[src/rtl/spi_wb_pkg.sv]
// Shared register map, bit positions and helpers for the SPI slave with register-bus front end.
// Imported by the interface, the top level and the slave core.
package spi_wb_pkg;

  localparam int DATA_WIDTH = 8;
  localparam int ADDR_WIDTH = 2;

  typedef enum logic [ADDR_WIDTH-1:0] {
    ADDR_SPCR = 2'd0,
    ADDR_SPSR = 2'd1,
    ADDR_SPDR = 2'd2,
    ADDR_SPER = 2'd3
  } reg_addr_e;

  localparam int SPCR_SPIE = 7;
  localparam int SPCR_SPE  = 6;
  localparam int SPCR_MSTR = 5;
  localparam int SPCR_CPOL = 4;
  localparam int SPCR_CPHA = 3;

  localparam int SPSR_SPIF = 7;
  localparam int SPSR_WCOL = 6;
  localparam int SPSR_BUSY = 0;

  localparam int SPER_LSB  = 0;

  // Bit presented on miso for a given shift register and bit order.
  function automatic logic spi_bit_out(logic [DATA_WIDTH-1:0] sh, logic lsb_first);
    return lsb_first ? sh[0] : sh[DATA_WIDTH-1];
  endfunction

endpackage

[src/rtl/spi_wb_combine_if.sv]
// SPI pins, register bus and parallel user port of spi_wb_combine bundled together.
// The master modport is the surrounding system; the slave modport is the block itself.
interface spi_wb_combine_if;
  import spi_wb_pkg::*;

  logic                  sck;
  logic                  ssn_i;
  logic                  mosi;
  logic                  miso;

  logic                  stb_i;
  logic                  we_i;
  logic [ADDR_WIDTH-1:0] addr_i;
  logic [DATA_WIDTH-1:0] data_i;
  logic [DATA_WIDTH-1:0] data_o;
  logic                  ack_o;
  logic                  int_o;

  logic                  tx_valid;
  logic [DATA_WIDTH-1:0] tx_data;
  logic                  rx_valid;
  logic [DATA_WIDTH-1:0] rx_data;

  modport master (
    output sck, ssn_i, mosi, stb_i, we_i, addr_i, data_i, tx_valid, tx_data,
    input  miso, data_o, ack_o, int_o, rx_valid, rx_data
  );

  modport slave (
    input  sck, ssn_i, mosi, stb_i, we_i, addr_i, data_i, tx_valid, tx_data,
    output miso, data_o, ack_o, int_o, rx_valid, rx_data
  );

endinterface

[src/rtl/spi_slave_core.sv]
// SPI slave datapath: pin synchronizers, sck edge detect, TX buffer, shift registers, bit counter.
// Mode and bit order are latched at each byte start so mid-byte register changes wait for the next byte.
module spi_slave_core
  import spi_wb_pkg::*;
(
  input  logic                  clk_i,
  input  logic                  rst_ni,
  input  logic                  sck_i,
  input  logic                  ssn_i,
  input  logic                  mosi_i,
  output logic                  miso_o,
  input  logic                  spe_i,
  input  logic                  cpol_i,
  input  logic                  cpha_i,
  input  logic                  lsb_first_i,
  input  logic                  load_i,
  input  logic [DATA_WIDTH-1:0] load_dat_i,
  output logic [DATA_WIDTH-1:0] rx_data_o,
  output logic                  rx_valid_o,
  output logic                  busy_o,
  output logic                  wcol_o
);

  logic [1:0] sck_sync_q, ssn_sync_q, mosi_sync_q;
  logic       sck_prev_q;
  logic       active_q, active_d;
  logic       cpol_q, cpol_d, cpha_q, cpha_d, lsb_q, lsb_d;
  logic [DATA_WIDTH-1:0] txbuf_q, txbuf_d, txsh_q, txsh_d, rxsh_q, rxsh_d;
  logic [DATA_WIDTH-1:0] rx_data_q, rx_data_d, rx_next;
  logic       txfull_q, txfull_d;
  logic [2:0] cnt_q, cnt_d;
  logic       seen_q, seen_d;
  logic       rx_valid_q, rx_valid_d, wcol_q, wcol_d, miso_q, miso_d;

  logic sck_s, ssn_s, mosi_s, active, rise, fall, lead, trail;
  logic sample_e, shift_e, done, byte_start;

  assign sck_s  = sck_sync_q[1];
  assign ssn_s  = ssn_sync_q[1];
  assign mosi_s = mosi_sync_q[1];
  assign active = spe_i & ~ssn_s;

  assign rise  = sck_s & ~sck_prev_q;
  assign fall  = ~sck_s & sck_prev_q;
  assign lead  = cpol_q ? fall : rise;
  assign trail = cpol_q ? rise : fall;

  // cnt_q counts samples taken; no shift before the first sample keeps bit 0 on the wire.
  assign sample_e   = active_q & active & (cpha_q ? trail : lead);
  assign shift_e    = active_q & active & (cpha_q ? lead : trail) & (cnt_q != 3'd0);
  assign done       = sample_e & (cnt_q == 3'd7);
  assign byte_start = (active & ~active_q) | done;
  assign rx_next    = lsb_q ? {mosi_s, rxsh_q[DATA_WIDTH-1:1]} : {rxsh_q[DATA_WIDTH-2:0], mosi_s};

  always_comb begin
    active_d   = active;
    cpol_d     = cpol_q;
    cpha_d     = cpha_q;
    lsb_d      = lsb_q;
    txbuf_d    = txbuf_q;
    txfull_d   = txfull_q;
    txsh_d     = txsh_q;
    rxsh_d     = rxsh_q;
    cnt_d      = cnt_q;
    seen_d     = seen_q;
    rx_data_d  = rx_data_q;
    rx_valid_d = 1'b0;
    wcol_d     = 1'b0;

    if (load_i) begin
      txbuf_d  = load_dat_i;
      txfull_d = 1'b1;
      wcol_d   = txfull_q;
    end

    if (!active) begin
      cnt_d  = 3'd0;
      seen_d = 1'b0;
      txsh_d = '0;
      rxsh_d = '0;
    end else if (byte_start) begin
      cpol_d   = cpol_i;
      cpha_d   = cpha_i;
      lsb_d    = lsb_first_i;
      txsh_d   = txfull_d ? txbuf_d : '0;
      txfull_d = 1'b0;
      cnt_d    = 3'd0;
      seen_d   = 1'b0;
      rxsh_d   = '0;
      if (done) begin
        rx_data_d  = rx_next;
        rx_valid_d = 1'b1;
      end
    end else begin
      if (lead) seen_d = 1'b1;
      if (sample_e) begin
        rxsh_d = rx_next;
        cnt_d  = cnt_q + 3'd1;
      end
      if (shift_e) txsh_d = lsb_q ? {1'b0, txsh_q[DATA_WIDTH-1:1]} : {txsh_q[DATA_WIDTH-2:0], 1'b0};
      // Before the first edge of a byte a fresh load goes straight onto the wire.
      if (load_i && !seen_q) begin
        txsh_d   = load_dat_i;
        txfull_d = 1'b0;
      end
    end

    miso_d = active ? spi_bit_out(txsh_d, lsb_d) : 1'b0;
  end

  always_ff @(posedge clk_i or negedge rst_ni) begin
    if (!rst_ni) begin
      sck_sync_q  <= '0;
      ssn_sync_q  <= '0;
      mosi_sync_q <= '0;
      sck_prev_q  <= 1'b0;
      active_q    <= 1'b0;
      cpol_q      <= 1'b0;
      cpha_q      <= 1'b0;
      lsb_q       <= 1'b0;
      txbuf_q     <= '0;
      txfull_q    <= 1'b0;
      txsh_q      <= '0;
      rxsh_q      <= '0;
      cnt_q       <= 3'd0;
      seen_q      <= 1'b0;
      rx_data_q   <= '0;
      rx_valid_q  <= 1'b0;
      wcol_q      <= 1'b0;
      miso_q      <= 1'b0;
    end else begin
      sck_sync_q  <= {sck_sync_q[0], sck_i};
      ssn_sync_q  <= {ssn_sync_q[0], ssn_i};
      mosi_sync_q <= {mosi_sync_q[0], mosi_i};
      sck_prev_q  <= sck_s;
      active_q    <= active_d;
      cpol_q      <= cpol_d;
      cpha_q      <= cpha_d;
      lsb_q       <= lsb_d;
      txbuf_q     <= txbuf_d;
      txfull_q    <= txfull_d;
      txsh_q      <= txsh_d;
      rxsh_q      <= rxsh_d;
      cnt_q       <= cnt_d;
      seen_q      <= seen_d;
      rx_data_q   <= rx_data_d;
      rx_valid_q  <= rx_valid_d;
      wcol_q      <= wcol_d;
      miso_q      <= miso_d;
    end
  end

  assign miso_o     = miso_q;
  assign rx_data_o  = rx_data_q;
  assign rx_valid_o = rx_valid_q;
  assign busy_o     = seen_q;
  assign wcol_o     = wcol_q;

endmodule

[src/rtl/spi_wb_combine.sv]
// SPI slave with a 4-register bus front end; registers, flags and interrupt live here.
// Bus ack is one cycle after the strobe is seen; the reset is released through a 2-flop synchronizer.
module spi_wb_combine
  import spi_wb_pkg::*;
(
  input  logic            clk_i,
  input  logic            rstn_i,
  spi_wb_combine_if.slave bus
);

  logic [1:0] rst_sync_q;
  logic       rst_n;

  always_ff @(posedge clk_i or negedge rstn_i) begin
    if (!rstn_i) rst_sync_q <= 2'b00;
    else         rst_sync_q <= {rst_sync_q[0], 1'b1};
  end
  assign rst_n = rst_sync_q[1];

  logic [DATA_WIDTH-1:0] spcr_q, spcr_d, dat_q, dat_d;
  logic spif_q, spif_d, wcol_q, wcol_d, lsb_q, lsb_d;
  logic ack_q, ack_d, int_q, int_d;

  logic acc, wr, spdr_wr, tx_load;
  logic [DATA_WIDTH-1:0] tx_load_dat, core_rx_data;
  logic core_rx_valid, core_busy, core_wcol, core_miso;

  assign acc         = bus.stb_i & ~ack_q;
  assign wr          = acc & bus.we_i;
  assign spdr_wr     = wr & (bus.addr_i == ADDR_SPDR);
  assign tx_load     = bus.tx_valid | spdr_wr;
  assign tx_load_dat = bus.tx_valid ? bus.tx_data : bus.data_i;

  spi_slave_core u_core (
    .clk_i       (clk_i),
    .rst_ni      (rst_n),
    .sck_i       (bus.sck),
    .ssn_i       (bus.ssn_i),
    .mosi_i      (bus.mosi),
    .miso_o      (core_miso),
    .spe_i       (spcr_q[SPCR_SPE]),
    .cpol_i      (spcr_q[SPCR_CPOL]),
    .cpha_i      (spcr_q[SPCR_CPHA]),
    .lsb_first_i (lsb_q),
    .load_i      (tx_load),
    .load_dat_i  (tx_load_dat),
    .rx_data_o   (core_rx_data),
    .rx_valid_o  (core_rx_valid),
    .busy_o      (core_busy),
    .wcol_o      (core_wcol)
  );

  always_comb begin
    spcr_d = spcr_q;
    spif_d = spif_q;
    wcol_d = wcol_q;
    lsb_d  = lsb_q;
    dat_d  = dat_q;
    ack_d  = acc;

    if (acc) begin
      case (reg_addr_e'(bus.addr_i))
        ADDR_SPCR: dat_d = spcr_q;
        ADDR_SPSR: dat_d = {spif_q, wcol_q, 5'b00000, core_busy};
        ADDR_SPDR: dat_d = core_rx_data;
        default:   dat_d = {7'b0000000, lsb_q};
      endcase
    end

    if (wr) begin
      case (reg_addr_e'(bus.addr_i))
        ADDR_SPCR: spcr_d = bus.data_i;
        ADDR_SPSR: begin
          if (bus.data_i[SPSR_SPIF]) spif_d = 1'b0;
          if (bus.data_i[SPSR_WCOL]) wcol_d = 1'b0;
        end
        ADDR_SPER: lsb_d = bus.data_i[SPER_LSB];
        default: ;
      endcase
    end

    // A hardware set in the same cycle as a software clear must survive.
    if (core_rx_valid) spif_d = 1'b1;
    if (core_wcol)     wcol_d = 1'b1;

    int_d = spcr_q[SPCR_SPIE] & spif_q;
  end

  always_ff @(posedge clk_i or negedge rst_n) begin
    if (!rst_n) begin
      spcr_q <= '0;
      spif_q <= 1'b0;
      wcol_q <= 1'b0;
      lsb_q  <= 1'b0;
      dat_q  <= '0;
      ack_q  <= 1'b0;
      int_q  <= 1'b0;
    end else begin
      spcr_q <= spcr_d;
      spif_q <= spif_d;
      wcol_q <= wcol_d;
      lsb_q  <= lsb_d;
      dat_q  <= dat_d;
      ack_q  <= ack_d;
      int_q  <= int_d;
    end
  end

  assign bus.miso     = core_miso;
  assign bus.data_o   = dat_q;
  assign bus.ack_o    = ack_q;
  assign bus.int_o    = int_q;
  assign bus.rx_valid = core_rx_valid;
  assign bus.rx_data  = core_rx_data;

endmodule

[src/flat_wrapper.sv]
// flat-port wrapper written by rule: the top's interface ports become plain ports
module spi_wb_combine_flat import spi_wb_pkg::*;
  (clk_i, rstn_i, bus_sck, bus_ssn_i, bus_mosi, bus_stb_i, bus_we_i, bus_addr_i, bus_data_i, bus_tx_valid, bus_tx_data, bus_miso, bus_data_o, bus_ack_o, bus_int_o, bus_rx_valid, bus_rx_data);
  spi_wb_combine_if bus_i ();
  input  logic clk_i;
  input  logic rstn_i;
  input wire logic [$bits(bus_i.sck)-1:0] bus_sck;
  input wire logic [$bits(bus_i.ssn_i)-1:0] bus_ssn_i;
  input wire logic [$bits(bus_i.mosi)-1:0] bus_mosi;
  input wire logic [$bits(bus_i.stb_i)-1:0] bus_stb_i;
  input wire logic [$bits(bus_i.we_i)-1:0] bus_we_i;
  input wire logic [$bits(bus_i.addr_i)-1:0] bus_addr_i;
  input wire logic [$bits(bus_i.data_i)-1:0] bus_data_i;
  input wire logic [$bits(bus_i.tx_valid)-1:0] bus_tx_valid;
  input wire logic [$bits(bus_i.tx_data)-1:0] bus_tx_data;
  output wire logic [$bits(bus_i.miso)-1:0] bus_miso;
  output wire logic [$bits(bus_i.data_o)-1:0] bus_data_o;
  output wire logic [$bits(bus_i.ack_o)-1:0] bus_ack_o;
  output wire logic [$bits(bus_i.int_o)-1:0] bus_int_o;
  output wire logic [$bits(bus_i.rx_valid)-1:0] bus_rx_valid;
  output wire logic [$bits(bus_i.rx_data)-1:0] bus_rx_data;
  assign bus_i.sck = bus_sck;
  assign bus_i.ssn_i = bus_ssn_i;
  assign bus_i.mosi = bus_mosi;
  assign bus_i.stb_i = bus_stb_i;
  assign bus_i.we_i = bus_we_i;
  assign bus_i.addr_i = bus_addr_i;
  assign bus_i.data_i = bus_data_i;
  assign bus_i.tx_valid = bus_tx_valid;
  assign bus_i.tx_data = bus_tx_data;
  assign bus_miso = bus_i.miso;
  assign bus_data_o = bus_i.data_o;
  assign bus_ack_o = bus_i.ack_o;
  assign bus_int_o = bus_i.int_o;
  assign bus_rx_valid = bus_i.rx_valid;
  assign bus_rx_data = bus_i.rx_data;
  spi_wb_combine u_core (.clk_i(clk_i), .rstn_i(rstn_i), .bus(bus_i));
endmodule
[config.mk]
export PLATFORM = sky130hd
export DESIGN_NAME = spi_wb_combine_flat
export DESIGN_NICKNAME = d
export VERILOG_FILES = /design/src/rtl/spi_wb_pkg.sv /design/src/rtl/spi_wb_combine_if.sv /design/src/rtl/spi_slave_core.sv /design/src/rtl/spi_wb_combine.sv /design/src/flat_wrapper.sv
export SDC_FILE = /design/constraint.sdc
export NUM_CORES = 1
export LEC_CHECK = 0
export CORE_MARGIN = 4
export CORE_UTILIZATION = 35
export DETAILED_ROUTE_END_ITERATION = 7
export PLACE_DENSITY = 0.56
export SLEW_MARGIN = 20
export SYNTH_ARGS = -nofsm -noshare
export SYNTH_HDL_FRONTEND = slang
export SYNTH_HIERARCHICAL = 1
export SYNTH_SLANG_ARGS = --single-unit
[constraint.sdc]
create_clock -name clk_i -period 2.2 [get_ports clk_i]
set_input_delay 0.33 -clock clk_i [delete_from_list [all_inputs] [get_ports clk_i]]
set_output_delay 0.33 -clock clk_i [all_outputs]
set_load 0.01 [all_outputs]
* Yosys cells after proc, flatten, opt, wreduce, memory -nomap -nowiden
Cells that the tools add are included.
** Storage, ports and cells
- Output and inout port bits :: 20
- Bits in latches :: 0
- Memories kept :: 0
- Flip-flop bits (word level) :: 74
- Logic and storage cells :: 114
- Bits of input ports :: 26
- RAM bits :: 0
- Memory bits (read-only) :: 0
** Cells by class
- Equal/unequal tests :: 7
- Magnitude comparators :: 0
- Reduce and logical (&&, ||, !) cells :: 16
- $mul :: 0
- Muxes and demuxes :: 43
- Bitwise gates (word level) :: 20
- Divide/modulo/power cells :: 0
- Shift-type cells :: 0
- $add $sub $neg :: 1
** Operators by type and width (count)
- two-way mux 8 bit :: 12
- two-way mux 1 bit :: 27
- case mux 8 bit (3 select lines) :: 1
- bitwise AND 1 bit :: 13
- nonzero test 2 bit :: 6
- two-way mux 3 bit :: 3
- AND reduction 3 bit :: 3
- != test 3 x 1 -> 1 bit, second input constant :: 2
- AND reduction 2 bit :: 3
- NOT 1 bit :: 5
- equality test 2 bit, second input constant :: 2
- != test 4 x 1 -> 1 bit, second input constant :: 1
- adder 3 x 1 -> 3 bit, second input constant :: 1
- equality test 3 bit, second input constant :: 1
- nonzero test 3 bit :: 1
- equality test 2 x 1 -> 1 bit, second input constant :: 1
- zero test 2 bit :: 1
- OR 1 bit :: 2
- logical AND 1 bit :: 1
- zero test 1 bit :: 1

* Depth between registers and ports, before layout
- Depth in word-level cells :: 12
- Mapped depth :: 11
- Mapped depth without buffers :: 9

* Cells and area by module
Netlist, hierarchy kept.
** Modules (own cells, without submodules)
- spi_slave_core :: sequential area each 1276.2 um^2, area an instance 2317.2 um^2, cells an instance 187, times used 1
- spi_wb_combine :: sequential area each 575.6 um^2, area an instance 1121.1 um^2, cells an instance 86, times used 1

* Worst setup path before layout
Ideal clock, no wire load.
- Path type :: register to register
- From :: register u_core.ack_q (netlist: u_core/bus.ack_o)
- To :: register u_core.u_core.miso_q (netlist: u_core/u_core/miso_o)
- Arrival time :: 2.058 ns
- Setup slack :: 0.017 ns
- Cell stages (with the launch flop) :: 10
- Path buffers :: 2
- Period minus slack after synthesis :: 2.183 ns
- Data required time :: 2.075 ns
- Library setup time :: 0.125 ns
- Cell sequence :: dfrtp_1 > nand2b_1 > buf_2 > clkinv_2 > nand3_1 > o21bai_1 > buf_2 > mux2_2 > a32o_1 > mux2_4
** On the way
- Cells in the longest elaborated chain, start to end :: 11
- Elaborated cells between the ends (all ways) :: 14
- Those cells by class :: 8 x mux; 5 x bitwise; 1 x reduce/logical
** RTL lines
- start: declaration :: line spi_wb_combine.sv:22 : logic ack_q, ack_d, int_q, int_d;
- start signal: assignment :: line spi_wb_combine.sv:104 : ack_q <= ack_d;
- NOT 1 bit :: line spi_wb_combine.sv:28 : assign acc = bus.stb_i & ~ack_q;
- bitwise AND 1 bit :: line spi_wb_combine.sv:28
- named net u_core.acc :: line spi_wb_combine.sv:24 : logic acc, wr, spdr_wr, tx_load;
- bitwise AND 1 bit :: line spi_wb_combine.sv:29 : assign wr = acc & bus.we_i;
- bitwise AND 1 bit :: line spi_wb_combine.sv:30 : assign spdr_wr = wr & (bus.addr_i == ADDR_SPDR);
- OR 1 bit :: line spi_wb_combine.sv:31 : assign tx_load = bus.tx_valid | spdr_wr;
- named net u_core.tx_load :: line spi_wb_combine.sv:24
- two-way mux 8 bit :: line spi_slave_core.sv:70 : if (load_i) begin
- named net u_core.u_core.txbuf_d[7] :: line spi_slave_core.sv:28 : logic [DATA_WIDTH-1:0] txbuf_q, txbuf_d, txsh_q, txsh_d, rxsh_q, rxsh_d;
- two-way mux 8 bit :: line spi_slave_core.sv:85 : txsh_d = txfull_d ? txbuf_d : '0;
- two-way mux 8 bit :: line spi_slave_core.sv:81 : end else if (byte_start) begin
- two-way mux 8 bit :: line spi_slave_core.sv:76 : if (!active) begin
- named net u_core.u_core.txsh_d[7] :: line spi_slave_core.sv:28
- two-way mux 1 bit :: line spi_wb_pkg.sv:29 : return lsb_first ? sh[0] : sh[DATA_WIDTH-1];
- two-way mux 1 bit :: line spi_slave_core.sv:108 : miso_d = active ? spi_bit_out(txsh_d, lsb_d) : 1'b0;
- named net u_core.u_core.miso_d :: line spi_slave_core.sv:33 : logic rx_valid_q, rx_valid_d, wcol_q, wcol_d, miso_q, miso_d;
- end signal: assignment :: line spi_slave_core.sv:149 : miso_q <= miso_d;
- end: declaration :: line spi_slave_core.sv:33
The timed path passes the listed nets, and every way through them passes these cells.
A chain may end at the register's enable or synchronous reset.

* Worst setup path after layout
- From :: register u_core.u_core.cnt_q[0]
- To :: register u_core.u_core.txsh_q[4]
** On the way
- Cells in the longest elaborated chain, start to end :: 5
- Elaborated cells between the ends (all ways) :: 8
- Those cells by class :: 2 x eq/ne; 2 x mux; 3 x bitwise; 1 x reduce/logical
** RTL lines
- start: declaration :: line spi_slave_core.sv:31 : logic [2:0] cnt_q, cnt_d;
- start signal: assignment :: line spi_slave_core.sv:144 : cnt_q <= cnt_d;
- equality test 3 bit :: line spi_slave_core.sv:51 : assign done = sample_e & (cnt_q == 3'd7);
- bitwise AND 1 bit :: line spi_slave_core.sv:51
- OR 1 bit :: line spi_slave_core.sv:52 : assign byte_start = (active & ~active_q) | done;
- two-way mux 8 bit :: line spi_slave_core.sv:81
- two-way mux 8 bit :: line spi_slave_core.sv:76
- end signal: assignment :: line spi_slave_core.sv:142 : txsh_q <= txsh_d;
- end: declaration :: line spi_slave_core.sv:28
Parallel ways exist; a longest one is shown, timed or not.

==> results.cfg <==
[placement]
io_buffers = 45
placed_cell_area_mm2 = 0.00421
hpwl_mm = 5.83
gp_congestion = 0.844
place_ws_ns = -0.0890
dp.cells = 461

[setup_path]
critPathMaxStageDelay_ns = 0.42
worstSetupPathType = reg2reg
cp_data_required_time_ns = 2.47
cp_slowest_cell = dfrtp_1
arrival_ns = 2.39
cp_top_family = adder cells
crit_top_cell = ha_1
path_max_fanout = 7
path_buf_inv = 1
end_kind = flop
crit_chain = ha_1, ha_1, and3b_1, mux2_2, nor2_1, buf_4, o221ai_1, a21oi_1
crit_path_start_kind = flop

[grt]
overflow = 0
antenna_found_initial = 0
grt_pass1_wl_mm = 12.9
grt_pass1_vias = 2489
grt_usage_pct = 14.3
grt_max_degree = 51

[detailed_routing]
first_iter_violations = 104
drcViolationCount = 0
drt-total-wl_mm = 7.85
antenna_left = 0
wire_per_inst_um = 16.4
viasPerCell = 4.88
drtPass1Iterations = 4
vias = 2338

[clock_network]
cts_tree = done
htree_levels = 3
cts_made_buffers = 9
numClockSinks = 74
clkSlewWorstSetupHoldPaths_ns = 0.08
hold_buffers = 0
cts_root_buf = clkbuf_8
clock_path_buffers = 2
clkLatencyLatePin_ns = 0.35

[floorplan]
io_pins = 46
die_area_mm2 = 0.0115
die-width_um = 107
core_area_mm2 = 0.00942
rows = 35
start_util_pct = 36.5
die_y_um = 107

[synth]
netlist_area_mm2 = 0.00344
synth_xor_area_share_pct = 0.473
syn_nets = 302
synth_adder_area_share_pct = 1.09
synth-simple-area-share_pct = 9.35
ys.warnings.count = 6
synth_mux_area_share_pct = 21.2
synth_compound_area_share_pct = 11.3
synth_edf_count = 0
seq_area_frac_synth_pct = 53.9
synth_seq_cells = 74
synthDistinctLibCells = 49
async_reset_ff_share_pct = 100
syn_inst = 273
syn_area_per_cell_um2 = 12.6
synth_top_family_by_area = multiplexers
synthFlopType = dfrtp_1

[pwr]
p_total_mw = 3.63
powerDensity_mw_per_mm2 = 811
irDropWorstVdd_mv = 0.284
power.leakage_nw = 1.96

[cells_and_area]
diodes = 0
drive_above_1_share_pct = 29.4
fillerInstances = 867
nets = 374
design_area_mm2 = 0.00447
final_cell_mix = dfrtp_1 (73), clkdlybuf4s50_1 (45), mux2_2 (38), buf_4 (25), nor2_1 (16)
syn2layout_area_growth_pct = 30.1
finalNonFillerCells = 479
final_common_cell = dfrtp_1

[sta]
rsz0062_at_grt = no
max_freq_ghz = 0.473
finClkSkew_ns = 0.0139
worst_slack_ns = 0.0847
finalHoldViolCount = 0
period_minus_slack_ns = 2.12
min_period_over_period_pct = 96.1
setup_viol = 0
slew_headroom_pct = 50.9
drv_slew = 0
worst_pin_slew_ns = 0.737

[job]
cap_viol_max_count = 0

[status]
status = completed

[worst_hold_path]
hp-class = in2async
==> synthesized netlist by cell type (2+ instances only) <==
library cell	instances	share of area, %
a211o_1	2	0.51
a21o_1	2	0.44
a21oi_1	13	1.9
a221oi_1	3	0.76
a22o_1	8	2.0
a31oi_1	2	0.36
a32o_1	2	0.58
and2_1	2	0.36
and3b_1	2	0.51
buf_1	2	0.22
buf_2	4	0.58
clkbuf_1	4	0.44
dfrtp_1	74	54
ha_1	3	1.1
inv_1	8	0.87
mux2_2	38	12
mux2_4	10	4.4
mux2i_1	9	2.6
mux2i_2	2	0.80
nand2_1	13	1.4
nand2b_1	6	1.1
nand3_1	7	1.0
nand3b_1	3	0.65
nor2_1	16	1.7
nor2_2	2	0.36
nor3_1	2	0.29
o211ai_1	2	0.44
o21a_1	3	0.65
o21ai_0	2	0.29
o21ai_1	5	0.73
o221ai_1	3	0.76
o22ai_1	2	0.36
==> sequential cells by signal, indices dropped and copies added, names as in the netlist, 2 cells and up <==
name	flops
u_core/u_core/rxsh_q	8
u_core/u_core/txsh_q	8
u_core/spcr_q	8
u_core/u_core/rx_data_o	8
u_core/bus.data_o	8
u_core/u_core/sck_sync_q	2
u_core/u_core/ssn_sync_q	2
u_core/u_core/txbuf_q	8
u_core/u_core/cnt_q	3
u_core/rst_sync_q	2
u_core/u_core/mosi_sync_q	2
==> cell families (layout without fill, tap and decap cells) <==
logic type,after synthesis,count (layout)
AOI/OAI and AO/OA,54,54
muxes,61,61
other,1,1
and+or+nand+nor,59,59
xor gates and xnor gates,1,1
DFF,74,74
adders and majority gates,3,3
buffers and inverters,20,97
==> worst paths after layout <==
check	slack, ns	cells after the start	end	startpoint
worst min-delay path	0.14	1	u_core/rst_sync_q[0]	rstn_i
min in group clk_i	0.35	0	u_core/u_core/sck_sync_q[1]	u_core/u_core/sck_sync_q[0]
worst max register to register	0.08	8	u_core/u_core/txsh_q[4]	u_core/u_core/cnt_q[0]
worst min register to register	0.25	0	u_core/u_core/sck_prev_q	u_core/rst_sync_q[1]
worst max-delay path	0.08	8	u_core/u_core/txsh_q[4]	u_core/u_core/cnt_q[0]
max in group asynchronous	1.30	1	u_core/bus.data_o[2]	u_core/rst_sync_q[1]
==> layout make-up <==
class	count	area [µm²]	share of cell area, %
multi-input combinational	179	1530	34.1
inverter	9	35.0	0.783
tap	129	161	3.61
clock inverter	7	93.8	2.10
timing repair buffer	72	678	15.2
sequential	74	1850	41.4
clock buffer	9	124	2.77
==> power by group <==
part | switching [mW] | internal [mW] | total, mW
Combinational | 0.311 | 0.465 | 0.776
Sequential | 0.179 | 1.50 | 1.68
Clock | 0.530 | 0.636 | 1.17
Total | 1.02 | 2.60 | 3.63
==> per-stage QoR <==
step           util, %  setup TNS [ns]  hold WS, ns
3_3_place_gp      44.7          -0.477        0.268
5_1_grt           47.5               0        0.134
2_1_floorplan        -               0       0.0344
6_report          47.5               0        0.140
4_1_cts           47.0               0        0.126
3_5_place_dp      44.7          -0.296        0.274
==> layer usage <==
metal  GRT usage, %  vias to the layer above  wire (µm)
li1               -                     1131          -
met1           19.3                     1153       3700
met2           23.0                       44       3760
met3           2.65                       10        292
met4           5.11                        0         99
met5              0                        -          0
==> timing repair <==
item	in CTS	in global routing
resized for setup	0	3
endpoints found under the setup margin	0	6
setup buffers	0	2
Power figures use the tool's default switching activity.
==> edit: new RTL, same settings <==
`txbuf_q` no longer has a reset.
--- a/src/rtl/spi_slave_core.sv
+++ b/src/rtl/spi_slave_core.sv
@@ -118,7 +118,6 @@
       cpol_q      <= 1'b0;
       cpha_q      <= 1'b0;
       lsb_q       <= 1'b0;
-      txbuf_q     <= '0;
       txfull_q    <= 1'b0;
       txsh_q      <= '0;
       rxsh_q      <= '0;
@@ -137,7 +136,6 @@
       cpol_q      <= cpol_d;
       cpha_q      <= cpha_d;
       lsb_q       <= lsb_d;
-      txbuf_q     <= txbuf_d;
       txfull_q    <= txfull_d;
       txsh_q      <= txsh_d;
       rxsh_q      <= rxsh_d;
@@ -150,6 +148,10 @@
     end
   end
 
+  always_ff @(posedge clk_i) begin
+    txbuf_q <= txbuf_d;
+  end
+
   assign miso_o     = miso_q;
   assign rx_data_o  = rx_data_q;
   assign rx_valid_o = rx_valid_q;
Formal check against the unedited RTL: no difference found for any inputs over 10 cycles, from zero or initial values and one cycle with rstn_i low; that may be too few to reach the edited logic, so the function may still have changed.
==> edit against the unedited design <==
- setup slack improved by 3.6 ps
- area after synthesis fell by 1.2%
- largest cell class unchanged
- highest routed layer unchanged
- synthesized cell count did not move
- maximum frequency rose by 0.17%
- design area fell by 0.78%
- via count rose by 0.98%
- sequential cell count did not move
- wire length rose by 0.39%
- power rose by 2.1%
- die area fell by 1.1%
- utilization rose by 0.070 points
- critical path depth fell by 1
==> edit: results (changes against the unedited design) <==
Logic synthesis
  • Library cells used by synthesis: 50 (+2.0%)
  • Avg Inst Size Synth: 12.4 sq um (-1.2%)
  • Adder-Cell Fraction of Synth Area: 1.10% (+0.013 points)
  • Synth Area in XOR/XNOR: 0.479% (+0.0056 points)
  • Post-synthesis mux area share: 21.5% (+0.25 points)
  • Synth Area in Compound Gates: 11.5% (+0.13 points)
  • Synth area leaders: dfrtp_1, mux2_2, dfxtp_1
  • Top post-synthesis cells by count: dfrtp_1, mux2_2, nor2_1
  • Seq/Total Area, Yosys: 53.3% (-0.54 points)
  • FFs w/ async S/R, synth: 89.2% (-11 points)

Timing
  • Worst slew pin tran: 659 ps (-77.2 ps)
  • Final Skew: 9.79 ps (-4.07 ps)

Cells and area
  • # clk buffers: 12 (+3)
  • Util after Layout: 47.6% (+0.070 points)
  • Signal buffers share of area: 14.8% (-0.33 points)
  • FFs & Latches: 74 (unchanged)
  • Non-CTS buffers: 71 (-1.4%)
  • Layout fillers: 823 (-5.1%)
  • Fraction of area in multi-input gates: 34.5% (+0.38 points)
  • Finished Layout Cells: 478 (-0.21%)
  • FF/Latch Area: 1810 sq um (-2.2%)
  • Clock-cell share: 5.36% (+0.49 points)
  • Final #Nets: 373 (-0.27%)
  • Fraction of layout cells with a size suffix above 1: 30.1% (+0.66 points)

Global route
  • GRT Util Overall: 14.5% (+0.21 points)
  • Number of global-route vias before repair: 2421 (-2.7%)
  • Global-route wire length before repair: 12.8 mm (-0.75%)
  • Largest net degree at the start of global routing: 65 (+27%)

Setup path
  • Max FO, Critical Path: 4 (-3)
  • Arr. time, crit path: 2350 ps (-40 ps)

Clock tree
  • Clock Tree Buf Depth: 2 (unchanged)
  • CTS buffer count: 9 (unchanged)

Drt
  • Vias per cell: 4.94 (+1.2%)
  • Initial DRC count: 175 (+68%)
  • M1 wire length: 3.71 mm (+0.38%)
  • Final Routed Wirelength: 7.88 mm (+0.39%)
  • WL met2: 3.64 mm (-3.3%)
  • WL met3: 439 um (+50%)

Pwr
  • Worst VDD drop: 0.314 mV (+11%)
  • Psw: 0.000997 W (-2.3%)
  • Leak: 1.94 nW (-1.3%)

Place
  • Placed insts: 462 (+0.22%)
  • Dpl cell area: 4170 sq um (-1.1%)
  • Post-DP HPWL: 5.89 mm (+1.0%)
  • Placement Setup Slack: -224 ps (-135 ps)
  • GPL Wtd Cong: 0.865 (+2.6%)

Run status
  • Outcome: complete, no violations
-- edit: cell types whose count changed after synthesis, sizes merged --
cell   before  now
dfxtp       0    8
dfrtp      74   66
-- edit: power groups by stage --
stage | logic, W | registers, W | clock network (W)
2_1_floorplan | 0.000510 | 0.00163 | 0
3_3_place_gp | 0.000761 | 0.00168 | 0
3_5_place_dp | 0.000762 | 0.00168 | 0
4_1_cts | 0.000780 | 0.00166 | 0.00127
5_1_grt | 0.000859 | 0.00169 | 0.00133
6_report | 0.000795 | 0.00167 | 0.00124
-- edit: layer usage --
layer  GRT usage [%]  vias up
li1                -     1125
met5               0        -
met2            22.5       62
met3            3.52        9
met4            5.21        0
met1            19.8     1165
-- edit: repair_timing --
item,CTS,global route
gates cloned,0,0
endpoints found under the setup margin,1,14
gates resized for setup,1,5
pin swaps,0,1
-- edit: cell families after synthesis --
group | count (synthesis)
adders and majority gates | 3
xor gates and xnor gates | 1
other | 1
AOI/OAI and AO/OA | 54
buffers and inverters | 20
and+or+nand+nor | 59
muxes | 61
DFF | 74
-- edit: worst paths after layout --
check	from	to	slack [ps]	cells past startpoint
max reg2reg	u_core/u_core/cnt_q[0]	u_core/u_core/miso_o	90	7
min reg2reg	u_core/rst_sync_q[1]	u_core/u_core/sck_sync_q[0]	270	1
max in group asynchronous	u_core/rst_sync_q[1]	u_core/bus.data_o[1]	1630	1
max	u_core/u_core/cnt_q[0]	u_core/u_core/miso_o	90	7
min in group clk_i	u_core/u_core/mosi_sync_q[0]	u_core/u_core/mosi_sync_q[1]	350	0
min	rstn_i	u_core/rst_sync_q[0]	140	1
-- edit: critical path, stage by stage, from the launching register on --
cell     delay, ps
dfrtp_1        410
ha_1           210
ha_2           190
and3b_1        210
mux2i_4        260
a21oi_4        100
mux2_4         320
mux2_4         300
